--- src/rtl/mips_div_pkg.sv ---
// ============================================================================
// mips_div_pkg : shared constants and state encoding for the MIPS divider
// Revision     : 1.0
// ============================================================================
`default_nettype none

package mips_div_pkg;

   localparam int DIV_WIDTH   = 32;
   localparam int DIV_LATENCY = DIV_WIDTH + 2;

   typedef logic [1:0] state_t;

   localparam logic [1:0] S_IDLE   = 2'd0;
   localparam logic [1:0] S_DIVIDE = 2'd1;
   localparam logic [1:0] S_FIXUP  = 2'd2;
   localparam logic [1:0] S_DONE   = 2'd3;

endpackage

`default_nettype wire

--- src/rtl/div_sub33.sv ---
// ============================================================================
// div_sub33 : combinational N-bit subtractor, {borrow, diff} = a - b
// Revision  : 1.0
// ============================================================================
`default_nettype none

module div_sub33 #(
   parameter int N = 33
) (
   input  logic [N-1:0] a,
   input  logic [N-1:0] b,
   output logic [N-1:0] diff,
   output logic         borrow
);

   assign {borrow, diff} = {1'b0, a} - {1'b0, b};

endmodule

`default_nettype wire

--- src/rtl/mips_divider.sv ---
// ============================================================================
// mips_divider : multi-cycle restoring divider for MIPS DIV/DIVU (LO/HI)
// Revision     : 1.0
// ============================================================================
`default_nettype none

module mips_divider
   import mips_div_pkg::*;
#(
   parameter int WIDTH = DIV_WIDTH
) (
   input  logic             clk,
   input  logic             rst,
   input  logic             start,
   input  logic             is_signed,
   input  logic [WIDTH-1:0] dividend,
   input  logic [WIDTH-1:0] divisor,
   output logic             busy,
   output logic             done,
   output logic [WIDTH-1:0] quotient,
   output logic [WIDTH-1:0] remainder,
   output logic             div_by_zero
);

   localparam int CW = $clog2(WIDTH);

   state_t            state;
   logic [CW-1:0]     cnt;
   logic [WIDTH-1:0]  rem_q;
   logic [WIDTH-1:0]  quo_q;
   logic [WIDTH-1:0]  dsr_q;
   logic              a_neg;
   logic              b_neg;

   logic              w_a_neg;
   logic              w_b_neg;
   logic [WIDTH-1:0]  w_dvd_mag;
   logic [WIDTH-1:0]  w_dsr_mag;
   logic [WIDTH:0]    w_shift;
   logic [WIDTH:0]    w_trial;
   logic              w_borrow;
   logic              w_qbit;
   logic              w_accept;
   logic [WIDTH-1:0]  w_rem_fix;
   logic [WIDTH-1:0]  w_quo_fix;

   assign w_a_neg   = is_signed & dividend[WIDTH-1];
   assign w_b_neg   = is_signed & divisor[WIDTH-1];
   assign w_dvd_mag = w_a_neg ? -dividend : dividend;
   assign w_dsr_mag = w_b_neg ? -divisor  : divisor;
   assign w_accept  = start & ((state == S_IDLE) | (state == S_DONE));

   assign w_shift = {rem_q, quo_q[WIDTH-1]};

   div_sub33 #(
      .N (WIDTH + 1)
   ) u_sub (
      .a      (w_shift),
      .b      ({1'b0, dsr_q}),
      .diff   (w_trial),
      .borrow (w_borrow)
   );

   // The partial remainder stays below the divisor, so a non-borrowing trial
   // never sets its top bit; folding it in keeps the whole difference live.
   assign w_qbit = ~(w_borrow | w_trial[WIDTH]);

   // Magnitude results are re-signed here; a_neg is only ever set for DIV.
   assign w_rem_fix = a_neg ? -rem_q : rem_q;
   assign w_quo_fix = div_by_zero   ? {WIDTH{1'b1}} :
                      (a_neg ^ b_neg) ? -quo_q : quo_q;

   always_ff @(posedge clk or posedge rst) begin
      if (rst) begin
         state       <= S_IDLE;
         cnt         <= '0;
         rem_q       <= '0;
         quo_q       <= '0;
         dsr_q       <= '0;
         a_neg       <= 1'b0;
         b_neg       <= 1'b0;
         busy        <= 1'b0;
         done        <= 1'b0;
         quotient    <= '0;
         remainder   <= '0;
         div_by_zero <= 1'b0;
      end else begin
         case (state)
            S_IDLE, S_DONE: begin
               done <= 1'b0;
               if (w_accept) begin
                  state       <= S_DIVIDE;
                  cnt         <= CW'(WIDTH - 1);
                  rem_q       <= '0;
                  quo_q       <= w_dvd_mag;
                  dsr_q       <= w_dsr_mag;
                  a_neg       <= w_a_neg;
                  b_neg       <= w_b_neg;
                  div_by_zero <= (divisor == '0);
                  busy        <= 1'b1;
               end else begin
                  state <= S_IDLE;
               end
            end
            S_DIVIDE: begin
               rem_q <= w_qbit ? w_trial[WIDTH-1:0] : w_shift[WIDTH-1:0];
               quo_q <= {quo_q[WIDTH-2:0], w_qbit};
               cnt   <= cnt - CW'(1);
               if (cnt == '0) begin
                  state <= S_FIXUP;
               end
            end
            S_FIXUP: begin
               state     <= S_DONE;
               busy      <= 1'b0;
               done      <= 1'b1;
               quotient  <= w_quo_fix;
               remainder <= w_rem_fix;
            end
            default: begin
               state <= S_IDLE;
            end
         endcase
      end
   end

endmodule

`default_nettype wire
--- config.mk ---
export PLATFORM = sky130hd
export DESIGN_NAME = mips_divider
export DESIGN_NICKNAME = d
export VERILOG_FILES = /design/src/rtl/mips_div_pkg.sv /design/src/rtl/div_sub33.sv /design/src/rtl/mips_divider.sv
export SDC_FILE = /design/constraint.sdc
export NUM_CORES = 1
export LEC_CHECK = 0
export ABC_CLOCK_PERIOD_IN_PS = 5400
export CAP_MARGIN = 20
export CORE_MARGIN = 2
export CORE_UTILIZATION = 50
export CTS_BUF_LIST = sky130_fd_sc_hd__clkbuf_8
export DETAILED_ROUTE_END_ITERATION = 12
export PLACE_DENSITY_LB_ADDON = 0.08
export REMOVE_ABC_BUFFERS = 1
export SLEW_MARGIN = 20
export SYNTH_ARGS = -nofsm -noshare
export SYNTH_HDL_FRONTEND = slang
export SYNTH_SLANG_ARGS = --single-unit
--- constraint.sdc ---
create_clock -name clk -period 5.4 [get_ports clk]
set_input_delay 1.08 -clock clk [delete_from_list [all_inputs] [get_ports clk]]
set_output_delay 1.08 -clock clk [all_outputs]
set_load 0.02 [all_outputs]
======== Word level (Yosys, flattened, before mapping) ========
Cells that the tools add are included.
cells by class
  $add $sub $neg .......................... 6
  multiply operators ...................... 0
  div/mod/pow operators ................... 0
  $lt $le $gt $ge ......................... 0
  equal/unequal tests ..................... 5
  shift-type cells ........................ 0
  muxes and demuxes ....................... 18
  bitwise operators ....................... 7
  reductions and logical operators ........ 9
operators by type and width
  kind                   count
  $mux W32               8
  $neg A32 Y32           4
  $pmux W32 S2           2
  $sub A33 B32 Y34       1
  $logic_not A32 Y1      1
  $pmux W5 S2            1
  $pmux W2 S3            1
  $reduce_and A2 Y1      3
  $logic_not A5 Y1       1
  $mux W5                1
  $sub A5 B1 Y5 const B  1
  $eq A2 B2 Y1 const B   2
  $ne A2 B2 Y1 const B   2
  $pmux W1 S2            2
  $reduce_bool A2 Y1     2
  $and A1 B1 Y1          3
  $eq A2 B1 Y1 const B   1
  $logic_not A2 Y1       1
  $mux W1                2
  $mux W2                1
  $or A1 B1 Y1           2
  $reduce_or A2 Y1       1
  $not A1 Y1             1
  $xor A1 B1 Y1          1
storage, ports and cells
  register bits ........................... 172
  bits in latches ......................... 0
  bits in writable memories ............... 0
  bits in read-only memories .............. 0
  input bits .............................. 68
  word-level logic and storage cells ...... 57
  memories ................................ 0

======== Longest topological paths before layout ========
Gate-level depths: netlist (run 1).
  word-level depth ........................ 5
  mapped depth ............................ 15
  mapped depth without buffers ............ 13

======== Modules after synthesis ========
A second synthesis (run 1) with hierarchy kept.
unflattened totals
  cell total of the unflattened synthesis .. 1,372
  area, all modules ....................... 11,644.9 um^2
by module, submodules not included
  module        instances  cells each  area an instance (um^2)  seq. area each (um^2)
  mips_divider  1          1,077       9,696.8                  4,304.1
  div_sub33     1          295         1,948.1                  0.0

======== Least setup slack after synthesis (run 1) ========
Ideal clock, no wire load.
  path kind ............................... in2reg
  from .................................... in divisor[8]
  to ...................................... reg dsr_q[27]
  data arrival time ....................... 3.213 ns
  slack ................................... 2.053 ns
  stages on the path ...................... 9
  buffers on the path ..................... 0
  cells stage by stage .................... or4_1 nor3_1 or3b_1 nor2_1 nand2_1 or2_2 o31ai_1 xor2_1 o21ai_0
on the way
  word-level cells in the longest chain between the ends .. 2
RTL lines
  element               RTL line            text
  from (decl)           mips_divider.sv:17  input logic [WIDTH-1:0] divisor,
  $neg A32 Y32          mips_divider.sv:50  assign w_dsr_mag = w_b_neg ? -divisor : divisor;
  $mux W32              mips_divider.sv:50
  to (signal assigned)  mips_divider.sv:96  dsr_q <= w_dsr_mag;
  to (decl)             mips_divider.sv:31  logic [WIDTH-1:0] dsr_q;
No other way between the ends.
A chain may end at the register's enable or synchronous reset.

======== Worst setup path in the final report (run 1) ========
  from .................................... in dividend[2]
  to ...................................... reg quo_q[29]
on the way
  word-level cells in the longest chain between the ends .. 4
RTL lines
  element               RTL line             text
  from (decl)           mips_divider.sv:16   input logic [WIDTH-1:0] dividend,
  $neg A32 Y32          mips_divider.sv:49   assign w_dvd_mag = w_a_neg ? -dividend : dividend;
  $mux W32              mips_divider.sv:49
  $mux W32              mips_divider.sv:91   if (w_accept) begin
  $pmux W32 S2          mips_divider.sv:88   case (state)
  to (signal assigned)  mips_divider.sv:95   quo_q <= w_dvd_mag;
  to (signal assigned)  mips_divider.sv:107  quo_q <= {quo_q[WIDTH-2:0], w_qbit};
  to (decl)             mips_divider.sv:30   logic [WIDTH-1:0] quo_q;
No other way between the ends. The select of a mux whose other input is x is not followed.

==> flow_metrics.env, run 1 <==
export IMPL_grt_pass1_wl_um=49100
export IMPL_postSynthAreaPerCell_um2=8.35
export IMPL_maxCapViolCount=0
export IMPL_gp_congestion=0.897
export IMPL_core_area_mm2=0.0219
export IMPL_design_area_mm2=0.0132
export IMPL_area_growth_pct=17.8
export IMPL_cts_made_buffers=17
export IMPL_ys_seq_area_share_pct=38.5
export IMPL_drt_initial_drc_count=688
export IMPL_status="completed"
export IMPL_hold_viol=0
export IMPL_post_cts_resized=0
export IMPL_rr_endpoint="rem_q[26]"
export IMPL_io_buffers=134
export IMPL_total_power_mw=7.08
export IMPL_start_util_pct=51.1
export IMPL_dr_pass1_iters=5
export IMPL_grt_max_degree=96
export IMPL_wire_per_inst_um=17.2
export IMPL_hold_path_class="reg2reg"
export IMPL_dp_hpwl_um=21400
export IMPL_period_needed_ns=3.79
export IMPL_hold_path_end="dsr_q[13]"
export IMPL_grt_overflow=0
export IMPL_vias=9983
export IMPL_timing_fmax_mhz=264
export IMPL_r2r_slack_ns=1.84
export IMPL_drive_above_1_share_pct=5.51
export IMPL_ys_flop_type="dfrtp_1"
export IMPL_final_core_util_pct=60.2
export IMPL_postCtsHoldBufs=0
export IMPL_dp_slack_ns=1.17
export IMPL_r2r_cells=13
export IMPL_ys_warn_count=0
export IMPL_syn_inst=1340
export IMPL_synth_top_cells_by_count="dfrtp_1 (172), a21oi_1 (166), nand2_1 (154), nor2_1 (141), o21ai_0 (85)"
export IMPL_worst_slack_ns=1.61
export IMPL_synth_area_leader_cell="dfrtp_1"
export IMPL_cts_max_path_buffers=2
export IMPL_wl_um=29800
export IMPL_ys_ff_latch=172
export IMPL_critPathSlowestCell="nor4_1"
export IMPL_hold_path_startpoint="dsr_q[13]"
export IMPL_worst_setup_path_end_kind="flop"
export IMPL_grt_busiest_layer="met2"
export IMPL_async_flop_share_pct=100
export IMPL_cts_root_buffer="clkbuf_8"
export IMPL_synth_top_cell_area_share_pct=38.5
export IMPL_clock_latency_ns=0.47
export IMPL_crit_path_max_fanout=6
export IMPL_place_area_mm2=0.0128
export IMPL_postRouteAntennaNets=0
export IMPL_path_cells="clkdlybuf4s50_1, nor3_1, nand3_1, nor4_1, nand4_1, or2_2, o41ai_1, xor2_1, a21oi_1"
export IMPL_cts_tree="built"
export IMPL_critPathArrivalTime_ns=4.13
export IMPL_worstSetupStartpointType="primary input"
export IMPL_skew_ns=0.0257
export IMPL_vdd_ir_drop_max_uv=419
export IMPL_cts_htree_levels=4
export IMPL_powerDensity_mw_per_mm2=537
export IMPL_met3_usage_pct=3.16
export IMPL_syn_area_mm2=0.0112
export IMPL_rsz0062_at_grt="false"
export IMPL_die_area_mm2=0.0236
export IMPL_max_slew_margin_pct=32.5
export IMPL_cts_setup_buffers=0
export IMPL_drv_slew=0
export IMPL_timing_final_crit_share_pct=70.2
export IMPL_min_path_cells=2
export IMPL_die_height_um=154
export IMPL_required_ns=5.74
export IMPL_synth_cell_types=63
export IMPL_synth_edf_count=0
export IMPL_drc=0
export IMPL_nFillCells=1996
export IMPL_yosysMostFrequentCell="dfrtp_1"
export IMPL_power_leakage_nw=5.66
export IMPL_setup_tns_ns=0
export IMPL_path_class="in2reg"
export IMPL_cts_sinks=172
export IMPL_tightest_slew_ns=1.00
export IMPL_grt_met1_usage_pct=34.6
export IMPL_critPathMaxStageDelay_ns=0.79
export IMPL_grt_use_total_pct=25.6
export IMPL_io_pins=135
export IMPL_setup_viol=0
export IMPL_synth_area_top_cells="dfrtp_1 (38%), a21oi_1 (7.4%), xor2_1 (6.5%)"
export IMPL_antenna_found_initial=1
export IMPL_die_x_um=154
export IMPL_rr_startpoint="quo_q[31]"
export IMPL_via_per_inst=5.76
export IMPL_grt_pass1_vias=9549
export IMPL_clkTransAtPathRegs_ns=0.10
export IMPL_use_met2_pct=43.5
export IMPL_fin_nets=1548
export IMPL_rows=54
## worst max-delay path by stage
stage	startpoint	slack [ns]	depth (start not counted)	endpoint
2_1_floorplan	rst	-0.34	1	a_neg
3_3_place_gp	divisor[8]	1.31	10	dsr_q[27]
3_5_place_dp	dividend[2]	1.17	9	quo_q[29]
4_1_cts	dividend[2]	1.69	9	quo_q[29]
5_1_grt	dividend[2]	1.28	9	quo_q[29]
6_report	dividend[2]	1.61	9	quo_q[29]
## routing by layer
metal	wire (µm)	vias to the layer above
li1	-	4921
met1	13400	4776
met2	14800	258
met3	1220	28
met4	356	0
met5	0	-
## cells in the final DEF (no fill, tap or decap), drive strengths merged, types with 10 or more instances in the layout
master,n
dfrtp,172
a21oi,166
nand2,154
nor2,141
clkdlybuf4s50,134
o21ai,88
xor2,83
inv,74
xnor2,68
ha,41
o22ai,27
o31ai,23
nor3,22
o211ai,22
nand4,20
buf,18
clkbuf,17
nor4,15
a21o,14
a221o,13
o41ai,13
nand3,12
and2,11
or3,10
## state kept, by name, summed over array words and instances, names as in the netlist
name,count
a_neg,1
b_neg,1
busy,1
cnt,5
div_by_zero,1
done,1
dsr_q,32
quo_q,32
quotient,32
rem_q,32
remainder,32
state,2
## power breakdown
group	total [mW]	leakage, nW	switching, mW	internal (mW)
sequential	2.22	2.10	0.411	1.81
combinational	3.90	3.35	2.34	1.56
clock	0.965	0.208	0.572	0.393
## layout make-up
type	instances	area [µm²]	share of cell area [%]
antenna	1	2.50	0.0190
timing repair buffer	152	1480	11.2
clock buffer	17	234	1.77
multi-input combinational	1031	6400	48.5
clock inverter	15	174	1.32
sequential	172	4300	32.6
inverter	64	245	1.86
tap	280	350	2.66
## kinds of logic after synthesis
logic type | Yosys count | share of synthesized area [%]
simple gates | 420 | 17.1
mux | 12 | 1.17
xor+xnor | 151 | 11.8
buf+inv | 137 | 4.63
fa+ha+maj | 42 | 4.76
flops | 172 | 38.5
compound gates | 406 | 22.0
## per-stage QoR
stage          cells  hold slack (ns)
3_5_place_dp    1699            0.470
2_1_floorplan   1267            0.450
4_1_cts         1731            0.491
3_3_place_gp    1699            0.462
5_1_grt         1732            0.522
6_report        1732            0.485
## critical path: cells and delay by family
kind / cells / cell delay, ns
XOR/XNOR: 1 / 0.19
AO/OA/AOI/OAI: 2 / 0.38
buffers and inverters: 1 / 0.47
AND/OR/NAND/NOR: 5 / 2.02
No activity file was read; power rests on OpenSTA's default activity.
==> inputs of run 2 (changes only) <==
- ABC_CLOCK_PERIOD_IN_PS: 5400 -> 3150
- clock period: 5.4 -> 3.15 ns (I/O delays scaled with it)
==> flow_metrics.env, run 2 (same netlist as run 1, synthesis figures left out) <==
export IMPL_vdd_ir_drop_max_uv=628
export IMPL_setup_tns_ns=0
export IMPL_via_per_inst=5.68
export IMPL_drt_initial_drc_count=683
export IMPL_dp_cells=1809
export IMPL_p_int_mw=6.72
export IMPL_grt_overflow=0
export IMPL_period_needed_ns=3.05
export IMPL_clkTransAtPathRegs_ns=0.10
export IMPL_cts_sinks=172
export IMPL_place_area_mm2=0.0137
export IMPL_cts_root_buffer="clkbuf_8"
export IMPL_postRouteAntennaNets=0
export IMPL_worst_setup_path_end_kind="flop"
export IMPL_postCtsHoldBufs=0
export IMPL_cts_made_buffers=17
export IMPL_vias=10400
export IMPL_total_power_mw=12.5
export IMPL_critPathArrivalTime_ns=3.41
export IMPL_required_ns=3.51
export IMPL_grt_max_degree=56
export IMPL_maxCapViolCount=0
export IMPL_start_util_pct=51.1
export IMPL_layout_cells_most_common_list="dfrtp_1 (172), a21oi_1 (164), nand2_1 (153)"
export IMPL_antenna_cells=0
export IMPL_hold_path_startpoint="dsr_q[14]"
export IMPL_comb_power_share_pct=57.3
export IMPL_io_buffers=134
export IMPL_cts_htree_levels=4
export IMPL_hold_path_class="reg2reg"
export IMPL_area_growth_pct=26.0
export IMPL_design_area_mm2=0.0141
export IMPL_wl_um=31400
export IMPL_dp_hpwl_um=23100
export IMPL_drv_slew=0
export IMPL_dp_slack_ns=-0.415
export IMPL_path_class="reg2reg"
export IMPL_rows=54
export IMPL_worst_slack_ns=0.103
export IMPL_grt_use_total_pct=26.4
export IMPL_skew_ns=0.0192
export IMPL_switching_share_pct=46.2
export IMPL_instances_no_fill=1841
export IMPL_worstSetupStartpoint="rem_q[7]"
export IMPL_dr_pass1_iters=5
export IMPL_setup_viol=0
export IMPL_rr_startpoint="rem_q[7]"
export IMPL_powerDensity_mw_per_mm2=885
export IMPL_cts_tree="built"
export IMPL_gp_congestion=0.901
export IMPL_grt_pass1_wl_um=51000
export IMPL_fin_nets=1659
export IMPL_hold_worst_slack_ns=0.483
export IMPL_clock_latency_ns=0.48
export IMPL_tightest_slew_ns=0.826
export IMPL_timing_fmax_mhz=328
export IMPL_core_area_mm2=0.0219
export IMPL_worstSetupStartpointType="flop"
export IMPL_final_core_util_pct=64.4
export IMPL_grt_pass1_vias=10200
export IMPL_timing_final_crit_share_pct=96.7
export IMPL_antenna_found_initial=0
export IMPL_wire_per_inst_um=17.1
export IMPL_die_height_um=154
export IMPL_die_x_um=154
export IMPL_hold_viol=0
export IMPL_drc=0
export IMPL_status="completed"
export IMPL_io_pins=135
export IMPL_layout_commonest_cell="dfrtp_1"
export IMPL_max_slew_margin_pct=45.0
export IMPL_pwr_share_seq_pct=30.4
export IMPL_p_switching_mw=5.77
export IMPL_power_leakage_nw=6.22
export IMPL_die_area_mm2=0.0236
export IMPL_crit_path_max_fanout=13
export IMPL_power_frac_clock_pct=12.3
export IMPL_drive_above_1_share_pct=13.0
export IMPL_cts_max_path_buffers=2
[run 2: metal layers]
layer  part of all wire [%]  global-route usage (%)
met1                     44                    34.4
met2                     49                    46.1
met3                    4.6                    3.55
met4                    2.0                    7.69
met5                      0                       0
[run 2: final timing paths]
check | depth (start not counted) | slack [ns] | to
worst max-delay path | 11 | 0.10 | rem_q[22]
worst min-delay path | 2 | 0.48 | dsr_q[14]
worst max register to register | 11 | 0.10 | rem_q[22]
worst min register to register | 2 | 0.48 | dsr_q[14]
max in group asynchronous | 3 | 1.83 | quo_q[31]
min in group asynchronous | 2 | 0.55 | dsr_q[9]
[run 2: power by group through the flow]
stage	clock network, mW	logic, mW	registers, mW
2_1_floorplan	0	3.94	4.21
3_3_place_gp	0	6.95	3.82
3_5_place_dp	0	7.07	3.84
4_1_cts	1.56	7.12	3.80
5_1_grt	1.63	7.89	3.93
6_report	1.53	7.15	3.80
[run 2: timing repair]
action,4_1_cts,5_1_grt
buffers inserted,0,1
endpoints found under the hold margin,0,0
gates resized for setup,3,13
setup endpoints to repair,28,32
pin swaps,0,4
[run 2: critical path, cell delays in order, from the launching register on]
cell	delay, ns
dfrtp_1	0.48
ha_1	0.41
a21oi_2	0.18
o211ai_1	0.13
a41oi_1	0.25
o211ai_1	0.24
a21o_1	0.27
a21oi_2	0.17
o21ai_2	0.09
and2_2	0.21
buf_12	0.16
a221o_1	0.32
[run 2: cell type report]
| type | instances | area [µm²] |
|---|---|---|
| clock inverter | 13 | 119 |
| sequential | 172 | 4300 |
| fill | 1971 | 7790 |
| tap | 280 | 350 |
| inverter | 64 | 245 |
| timing repair buffer | 263 | 2370 |
| clock buffer | 18 | 248 |
| multi-input combinational | 1031 | 6460 |
==> inputs of run 3 (changes only) <==
- ABC_CLOCK_PERIOD_IN_PS: 3150 -> 2600
- clock period: 3.15 -> 2.6 ns (I/O delays scaled with it)
==> flow_metrics.env, run 3 (same netlist as run 1, synthesis figures left out) <==
export IMPL_design_area_mm2=0.0161
export IMPL_layout_commonest_cell="buf_4"
export IMPL_critPathArrivalTime_ns=3.28
export IMPL_final_core_util_pct=73.5
export IMPL_path_class="reg2reg"
export IMPL_critPathSlowestCell="dfrtp_1"
export IMPL_via_per_inst=5.68
export IMPL_core_area_mm2=0.0219
export IMPL_power_leakage_nw=7.28
export IMPL_rsz0062_at_grt="true"
export IMPL_grt_overflow=0
export IMPL_hold_viol=0
export IMPL_status="complete, but fails checks"
export IMPL_total_power_mw=17.0
export IMPL_postRouteAntennaNets=0
export IMPL_period_needed_ns=2.93
export IMPL_hold_worst_slack_ns=0.416
export IMPL_grt_max_degree=49
export IMPL_maxCapViolCount=0
export IMPL_clkTransAtPathRegs_ns=0.10
export IMPL_wl_met3_um=1550
export IMPL_die_height_um=154
export IMPL_drc=0
export IMPL_antenna_cells=0
export IMPL_tightest_slew_ns=0.793
export IMPL_dp_hpwl_um=24800
export IMPL_cts_max_path_buffers=2
export IMPL_critPathMaxStageDelay_ns=0.40
export IMPL_worstSetupStartpointType="flop"
export IMPL_worst_setup_path_end_kind="flop"
export IMPL_postCtsHoldBufs=0
export IMPL_area_growth_pct=43.8
export IMPL_timing_final_crit_share_pct=113
export IMPL_vias=11400
export IMPL_hold_path_class="in2async"
export IMPL_max_slew_margin_pct=47.1
export IMPL_cts_htree_levels=4
export IMPL_wire_per_inst_um=17.4
export IMPL_grt_pass1_wl_um=57000
export IMPL_dp_slack_ns=-0.882
export IMPL_skew_ns=0.0197
export IMPL_die_area_mm2=0.0236
export IMPL_cts_made_buffers=17
export IMPL_cts_root_buffer="clkbuf_8"
export IMPL_path_cells="inv_2, ha_4, inv_2, fa_2, a211oi_4, o211ai_1, nand2_1, a311oi_2, o21ai_2, nor2_2, o21ai_2, buf_6, buf_8, a21oi_1, a311o_1"
export IMPL_drive_above_1_share_pct=24.8
export IMPL_failed_checks="setup timing"
export IMPL_grt_pass1_vias=11600
export IMPL_die_x_um=154
export IMPL_setup_viol=44
export IMPL_cts_tree="built"
export IMPL_drt_initial_drc_count=684
export IMPL_io_pins=135
export IMPL_setup_tns_ns=-10.52
export IMPL_crit_path_max_fanout=7
export IMPL_route_met2_wl_um=17600
export IMPL_worst_slack_ns=-0.326
export IMPL_timing_fmax_mhz=342
export IMPL_instances_no_fill=2005
export IMPL_rows=54
export IMPL_antenna_found_initial=0
export IMPL_dr_pass1_iters=7
export IMPL_required_ns=2.96
export IMPL_clock_latency_ns=0.48
export IMPL_top_layer="met4"
export IMPL_wl_met1_um=14600
export IMPL_layout_cells_most_common_list="buf_4 (255), dfrtp_1 (172), a21oi_1 (152)"
export IMPL_vdd_ir_drop_max_uv=994
export IMPL_grt_use_total_pct=29.7
export IMPL_gp_congestion=0.943
export IMPL_wl_um=35000
export IMPL_dp_cells=1930
export IMPL_powerDensity_mw_per_mm2=1060
export IMPL_io_buffers=134
export IMPL_drv_slew=0
export IMPL_start_util_pct=51.1
export IMPL_cts_sinks=172
export IMPL_place_area_mm2=0.0146
export IMPL_fin_nets=1823
==> run 3: per-layer routing <==
layer  up-vias  GRT usage (%)
met2       363           51.6
met5         -              0
met4         0           13.2
li1       5467              -
met1      5466           37.3
met3        91           3.38
==> run 3: what timing repair did <==
item | 4_1_cts | 5_1_grt
gates cloned | 3 | 1
gates resized for setup | 95 | 57
pin swaps | 59 | 47
endpoints found under the setup margin | 61 | 64
buffers inserted | 35 | 10
==> run 3: where the power goes <==
group | total, mW | switching, mW | internal (mW)
Sequential | 4.60 | 0.848 | 3.75
Combinational | 10.1 | 5.59 | 4.49
Clock | 2.33 | 1.13 | 1.20
==> run 3: final cells by class <==
type	instances	area, µm²
sequential	172	4300
inverter	64	245
fill	1737	5800
clock buffer	18	248
multi-input combinational	1031	6890
timing repair buffer	427	3830
tap	280	350
clock inverter	13	228
==> run 3: path summary, 6_finish.rpt <==
kind | from | to | slack, ns | cells after the start
worst min-delay path | rst | dsr_q[11] | 0.42 | 2
worst max register to register | quo_q[31] | rem_q[27] | -0.33 | 15
min in group clk | dsr_q[7] | dsr_q[7] | 0.49 | 2
worst min register to register | dsr_q[7] | dsr_q[7] | 0.49 | 2
worst max-delay path | quo_q[31] | rem_q[27] | -0.33 | 15
max in group asynchronous | rst | rem_q[27] | 1.51 | 3
==> run 3: critical path: cells and delay by family, from the launching register on <==
family          cells  cell delay (ns)
compound gates      7             1.25
flops               1             0.40
fa+ha+maj           2             0.53
simple gates        2             0.21
buf+inv             4             0.42
